==> src/rtl/multicycle_controller.sv <==
// Multicycle instruction controller with a built-in memcopy sequencer.
//
// Walks FETCH -> DECODE -> EXEC -> MEM -> WB for the base opcodes and loops
// COPY_RD / COPY_WR for MEMCOPY. Outputs are decoded from the registered state
// and the opcode latched in DECODE; request-completion strobes also look at
// mem_ready, and DECODE looks at the live opcode it is about to latch.
//
// Ports
//   clk, rst            clock, synchronous active-high reset
//   opcode[6:0]         instruction opcode, consumed in DECODE
//   copy_len[CNT_W-1:0] memcopy word count, consumed in DECODE
//   mem_ready           completes the current memory request
//   pc_write .. op_i    per-state control strobes
//   alu_op[1:0]         00 add, 01 branch compare, 10 R-type funct decode
//   copy_busy           high during the copy loop
//   copy_idx            index of the word being copied
//   instr_done          pulse on the last cycle of each instruction
//   illegal_op          pulse on an unrecognised opcode (TRAP_EN=1 only)
module multicycle_controller #(
  parameter int CNT_W   = 8,
  parameter bit TRAP_EN = 1'b1
) (
  input  logic             clk,
  input  logic             rst,
  input  logic [6:0]       opcode,
  input  logic [CNT_W-1:0] copy_len,
  input  logic             mem_ready,
  output logic             pc_write,
  output logic             ir_write,
  output logic             mem_read,
  output logic             mem_write,
  output logic             reg_write,
  output logic             alu_src,
  output logic             mem_to_reg,
  output logic             branch,
  output logic             con_jal,
  output logic             con_jalr,
  output logic             con_auipc,
  output logic             con_lui,
  output logic             op_i,
  output logic [1:0]       alu_op,
  output logic             copy_busy,
  output logic [CNT_W-1:0] copy_idx,
  output logic             instr_done,
  output logic             illegal_op
);

  localparam logic [6:0] OP_LW      = 7'b0000011;
  localparam logic [6:0] OP_SW      = 7'b0100011;
  localparam logic [6:0] OP_R       = 7'b0110011;
  localparam logic [6:0] OP_I       = 7'b0010011;
  localparam logic [6:0] OP_BR      = 7'b1100011;
  localparam logic [6:0] OP_JAL     = 7'b1101111;
  localparam logic [6:0] OP_JALR    = 7'b1100111;
  localparam logic [6:0] OP_AUIPC   = 7'b0010111;
  localparam logic [6:0] OP_LUI     = 7'b0110111;
  localparam logic [6:0] OP_MEMCOPY = 7'b0001000;

  typedef enum logic [2:0] {
    S_FETCH,
    S_DECODE,
    S_EXEC,
    S_MEM,
    S_WB,
    S_COPY_RD,
    S_COPY_WR
  } state_e;

  state_e           state_q, state_d;
  logic [6:0]       op_q, op_d;
  logic [CNT_W-1:0] count_q, count_d;
  logic [CNT_W-1:0] idx_q, idx_d;

  always_ff @(posedge clk) begin
    state_q <= state_d;
    op_q    <= op_d;
    count_q <= count_d;
    idx_q   <= idx_d;
  end

  always_comb begin
    state_d    = state_q;
    op_d       = op_q;
    count_d    = count_q;
    idx_d      = idx_q;
    pc_write   = 1'b0;
    ir_write   = 1'b0;
    mem_read   = 1'b0;
    mem_write  = 1'b0;
    reg_write  = 1'b0;
    alu_src    = 1'b0;
    mem_to_reg = 1'b0;
    branch     = 1'b0;
    con_jal    = 1'b0;
    con_jalr   = 1'b0;
    con_auipc  = 1'b0;
    con_lui    = 1'b0;
    op_i       = 1'b0;
    alu_op     = 2'b00;
    copy_busy  = 1'b0;
    instr_done = 1'b0;
    illegal_op = 1'b0;
    copy_idx   = idx_q;

    case (state_q)
      S_FETCH: begin
        mem_read = 1'b1;
        if (mem_ready) begin
          ir_write = 1'b1;
          pc_write = 1'b1;
          state_d  = S_DECODE;
        end
      end

      S_DECODE: begin
        op_d = opcode;
        case (opcode)
          OP_LW, OP_SW, OP_R, OP_I, OP_BR,
          OP_JAL, OP_JALR, OP_AUIPC, OP_LUI: state_d = S_EXEC;
          OP_MEMCOPY: begin
            count_d = copy_len;
            idx_d   = '0;
            // A zero-length copy retires here without touching memory.
            if (copy_len == '0) begin
              instr_done = 1'b1;
              state_d    = S_FETCH;
            end else begin
              state_d = S_COPY_RD;
            end
          end
          default: begin
            instr_done = 1'b1;
            illegal_op = TRAP_EN;
            state_d    = S_FETCH;
          end
        endcase
      end

      S_EXEC: begin
        alu_src   = (op_q == OP_LW) || (op_q == OP_SW) || (op_q == OP_I);
        op_i      = (op_q == OP_I);
        con_jal   = (op_q == OP_JAL);
        con_jalr  = (op_q == OP_JALR);
        con_auipc = (op_q == OP_AUIPC);
        con_lui   = (op_q == OP_LUI);
        if (op_q == OP_R)       alu_op = 2'b10;
        else if (op_q == OP_BR) alu_op = 2'b01;
        case (op_q)
          OP_LW, OP_SW: state_d = S_MEM;
          OP_BR: begin
            branch     = 1'b1;
            pc_write   = 1'b1;
            instr_done = 1'b1;
            state_d    = S_FETCH;
          end
          default: state_d = S_WB;
        endcase
      end

      S_MEM: begin
        if (op_q == OP_LW) mem_read  = 1'b1;
        else               mem_write = 1'b1;
        if (mem_ready) begin
          if (op_q == OP_LW) begin
            state_d = S_WB;
          end else begin
            instr_done = 1'b1;
            state_d    = S_FETCH;
          end
        end
      end

      S_WB: begin
        reg_write  = 1'b1;
        mem_to_reg = (op_q == OP_LW);
        pc_write   = (op_q == OP_JAL) || (op_q == OP_JALR);
        instr_done = 1'b1;
        state_d    = S_FETCH;
      end

      S_COPY_RD: begin
        copy_busy = 1'b1;
        mem_read  = 1'b1;
        if (mem_ready) state_d = S_COPY_WR;
      end

      S_COPY_WR: begin
        copy_busy = 1'b1;
        mem_write = 1'b1;
        if (mem_ready) begin
          if (count_q == CNT_W'(1)) begin
            instr_done = 1'b1;
            state_d    = S_FETCH;
          end else begin
            count_d = count_q - CNT_W'(1);
            idx_d   = idx_q + CNT_W'(1);
            state_d = S_COPY_RD;
          end
        end
      end

      default: state_d = S_FETCH;
    endcase

    // Reset masks every strobe combinationally so an aborted request cannot
    // leak a final pulse in the cycle rst is sampled.
    if (rst) begin
      state_d    = S_FETCH;
      op_d       = '0;
      count_d    = '0;
      idx_d      = '0;
      pc_write   = 1'b0;
      ir_write   = 1'b0;
      mem_read   = 1'b0;
      mem_write  = 1'b0;
      reg_write  = 1'b0;
      alu_src    = 1'b0;
      mem_to_reg = 1'b0;
      branch     = 1'b0;
      con_jal    = 1'b0;
      con_jalr   = 1'b0;
      con_auipc  = 1'b0;
      con_lui    = 1'b0;
      op_i       = 1'b0;
      alu_op     = 2'b00;
      copy_busy  = 1'b0;
      instr_done = 1'b0;
      illegal_op = 1'b0;
      copy_idx   = '0;
    end
  end

endmodule

==> config.mk <==
export PLATFORM = sky130hd
export DESIGN_NAME = multicycle_controller
export DESIGN_NICKNAME = d
export VERILOG_FILES = /design/src/rtl/multicycle_controller.sv
export SDC_FILE = /design/constraint.sdc
export NUM_CORES = 1
export LEC_CHECK = 0
export CAP_MARGIN = 20
export CORE_MARGIN = 3
export CORE_UTILIZATION = 55
export DETAILED_ROUTE_END_ITERATION = 12
export PLACE_DENSITY = 0.86
export RECOVER_POWER = 25
export SLEW_MARGIN = 20
export SYNTH_ARGS = -nofsm -noshare
export SYNTH_HDL_FRONTEND = slang
export SYNTH_SLANG_ARGS = --single-unit
==> constraint.sdc <==
create_clock -name clk -period 5.15 [get_ports clk]
set_clock_uncertainty 0.05 [all_clocks]
set_input_delay 1.03 -clock clk [delete_from_list [all_inputs] [get_ports clk]]
set_output_delay 1.03 -clock clk [all_outputs]
set_load 0.02 [all_outputs]
==> key figures <==
Synth
  – Synth Register Bits: 26
  – Post-synth top flop: dfxtp_1
  – Largest family of logic cells by synthesized area: simple AND/OR/NAND/NOR gates
  – Post-Synth Simple-Gate Area: 0.352
  – Syn avg cell area: ~7.3 µm²
  – Synth top area share: 0.266
  – Count leader, synth: nand2_1
  – Synth Area in Compound Gates: 0.269
  – Netlist Area Pre-Place: about 0.0020 mm²
  – Number of synthesized flops with an enable pin: 0
  – Post-synth net total: 290
  – Seq/Total Area, Yosys: 0.266
  – Dominant cells by area after synthesis: dfxtp_1 27%, a21oi_1 7.7%, nand2_1 6.1%, nor2_1 4.2%, nand2b_1 3.5%
  – Ys Warns: 0
  – Top cell type by total area after synthesis: dfxtp_1
  – Synth cell count leaders: 32 x nand2_1, 30 x a21oi_1, 26 x dfxtp_1
  – Post-synthesis instance total: approximately 270
  – Adder-cell area share of the yosys netlist: 0.0192
  – Post-Synth XOR/XNOR Area: 0.00895
  – Count of different cell masters after synthesis: just over 60
  – Post-synth ARST share: 0
  – Mux contribution to synthesized area: 0.0256

Route
  – Starting DRT DRC Count: about 370
  – Vias: approximately 2.1k
  – WL/cell: around 16 µm
  – Drt first pass iters: 4
  – DR DRC count: 0
  – DRT Wirelength: 5440 µm
  – Antenna Nets Post-Route: 0
  – Avg Vias per Cell: ~6.2

Global route
  – First-pass GRT wire length: roughly 9000 µm
  – Antenna violations before repair: 0
  – GR Util All Layers: 0.263
  – Largest net degree at the start of global routing: 35
  – Total grt overflow: 0
  – Vias in the first global route: between 1.5k and 2k

Worst setup path
  – Worst Setup End Kind: output pin
  – WP buf/inv: 2
  – Worst EP required: just over 4 ns
  – Critical R2R Launch: state_q[0]$_SDFFE_PP0P_
  – Type of origin of the critical path: input port
  – RR Endpoint: state_q[2]$_SDFFE_PP0P_
  – CP max stage cell: dlygate4sd3_1
  – CP top delay family: buffers and inverters
  – WS Path Type: in -> out
  – R2r setup slk: 2.76 ns
  – CP peak stage delay: ~0.57 ns
  – CP cell instances: dlygate4sd3_1, nor3_1, o211ai_1, a31o_2, a32o_1, clkdlybuf4s50_1
  – CP Data Arrival Time: 3.25 ns
  – Worst Path Max Fanout: 5
  – R2R cell count: 5

Final layout
  – Fin nets: about 320
  – Synth-to-layout area growth: 24.0%
  – Share of cells above drive strength 1: 0.0539
  – Finished Core Util: 0.716
  – Design area: between 0.002 and 0.0025 mm²
  – # diodes: 0
  – Filler instances: roughly 280

STA
  – Max-slew headroom: 0.389
  – Post-route minimum period: ~4.3 ns
  – Tcrit/Tclk final: 0.841
  – Highest clock rate: 231 MHz
  – Final setup TNS: 0 ns
  – Slew Limit Fails: 0
  – Final setup vio count: 0
  – Final count of hold timing violations: 0
  – Worst-Margin Slew: a little over 0.9 ns
  – Hold slack: roughly 0.44 ns
  – RSZ-0062 raised after global routing: false

Clock tree
  – Number of H-tree levels: 1
  – Clock buffer count from CTS: 3
  – CTS tree: done
  – Gates resized, CTS repair: 0
  – Setup bufs post-CTS: 0
  – Reg clk slew, reported paths: ~0.16 ns
  – Cts hold-fix bufs: 0
  – Clock sink count: 26
  – Max Buffers Root-to-Sink: 2
  – Root Buffer: clkbuf_4
  – Skew-Pair Late Insertion Delay: 0.34 ns

Floorplanning
  – FP Rows: 21
  – Initial Util: 0.578
  – Area of the die: roughly 0.0043 mm²
  – Die Y: 65.7 µm
  – Core Footprint: 0.00339 mm²
  – Top-Level Pins: between 40 and 50
  – Die W: about 66 µm

Pwr
  – Pwr dens: between 150 and 200 mW/mm²
  – Worst VDD drop: 0.000144 V
  – Pleak: 0.778 nW

Place
  – Placed cell area: roughly 0.0024 mm²
  – Post-detail-place hpwl: ~3700 µm
  – Port Buffers: 43
  – GPL Wtd Cong: approximately 0.85

Min path
  – Worst hold-check path type: reg -> reg
  – Worst Hold Launch: idx_q[7]$_SDFFE_PP0P_
  – Hold depth: 2
  – WHS Endpoint: idx_q[7]$_SDFFE_PP0P_

Outcome
  – Status: complete, no violations

Flow run
  – Max-Cap Viols: 0
==> registers in the layout, indices dropped and copies added, names as in the netlist <==
signal,count
idx_q,8
op_q,7
count_q,8
state_q,3
==> final cells by class <==
cell class	count	area, µm²	area share
clock buffer	3	22.5	0.00928
sequential	26	520	0.214
multi-input combinational	214	1320	0.544
timing repair buffer	45	445	0.184
tap	46	57.6	0.0237
inverter	8	30.0	0.0124
clock inverter	1	30.0	0.0124
==> through the flow <==
stage	cells	setup slack [ns]	power (mW)
6_report	343	0.821	0.432
5_1_grt	343	0.693	0.445
4_1_cts	343	0.917	0.433
3_5_place_dp	339	0.924	0.289
3_3_place_gp	339	0.930	0.287
2_1_floorplan	269	1.68	0.259
==> where the power goes <==
part	switching, mW	total (mW)	internal, mW
Combinational	0.0368	0.0696	0.0328
Sequential	0.00990	0.216	0.206
Clock	0.0681	0.147	0.0788
==> cells by family after synthesis <==
family	count (synthesis)
flops	26
buf+inv	29
xor+xnor	2
compound gates	77
simple gates	127
mux	5
fa+ha+maj	3
==> routing by layer <==
layer  track usage  part of all wire
met1         0.366              0.44
met2         0.395              0.48
met3        0.0444             0.066
met4         0.111             0.015
met5             0                 0
==> worst reg2reg max path, delay by kind of cell (launching register included) <==
family | cells | cell delay (ns)
AO/OA/AOI/OAI | 2 | 0.56
AND/OR/NAND/NOR | 2 | 0.77
flip-flops | 1 | 0.74
buffers and inverters | 1 | 0.22
==> cell usage in the layout, fill, tap and decap left out, types with 3 or more instances in the layout <==
cell and count:
clkdlybuf4s50_1 40, and2_1 3, o32ai_1 7, and3_1 3, nand3_1 8, nor2b_1 8
nor3b_1 3, inv_1 7, nand2b_1 11, dlygate4sd3_1 3, o21ai_0 10, clkbuf_4 3
ha_1 3, a21oi_1 30, nor4_1 4, a211oi_1 4, or4_1 3, dfxtp_1 26
nor3_1 11, nor2_1 22, mux2i_1 5, nand2_1 32
==> how the worst max path moves through the flow <==
stage / cells after the start / slack (ns) / endpoint / start
6_report: 6 / 0.82 / instr_done / opcode[0]
5_1_grt: 6 / 0.69 / instr_done / opcode[0]
4_1_cts: 6 / 0.92 / instr_done / opcode[4]
3_5_place_dp: 6 / 0.92 / instr_done / opcode[4]
3_3_place_gp: 6 / 0.93 / instr_done / opcode[4]
2_1_floorplan: 4 / 1.68 / instr_done / rst
Note: power is estimated with default switching activity, not from simulation.
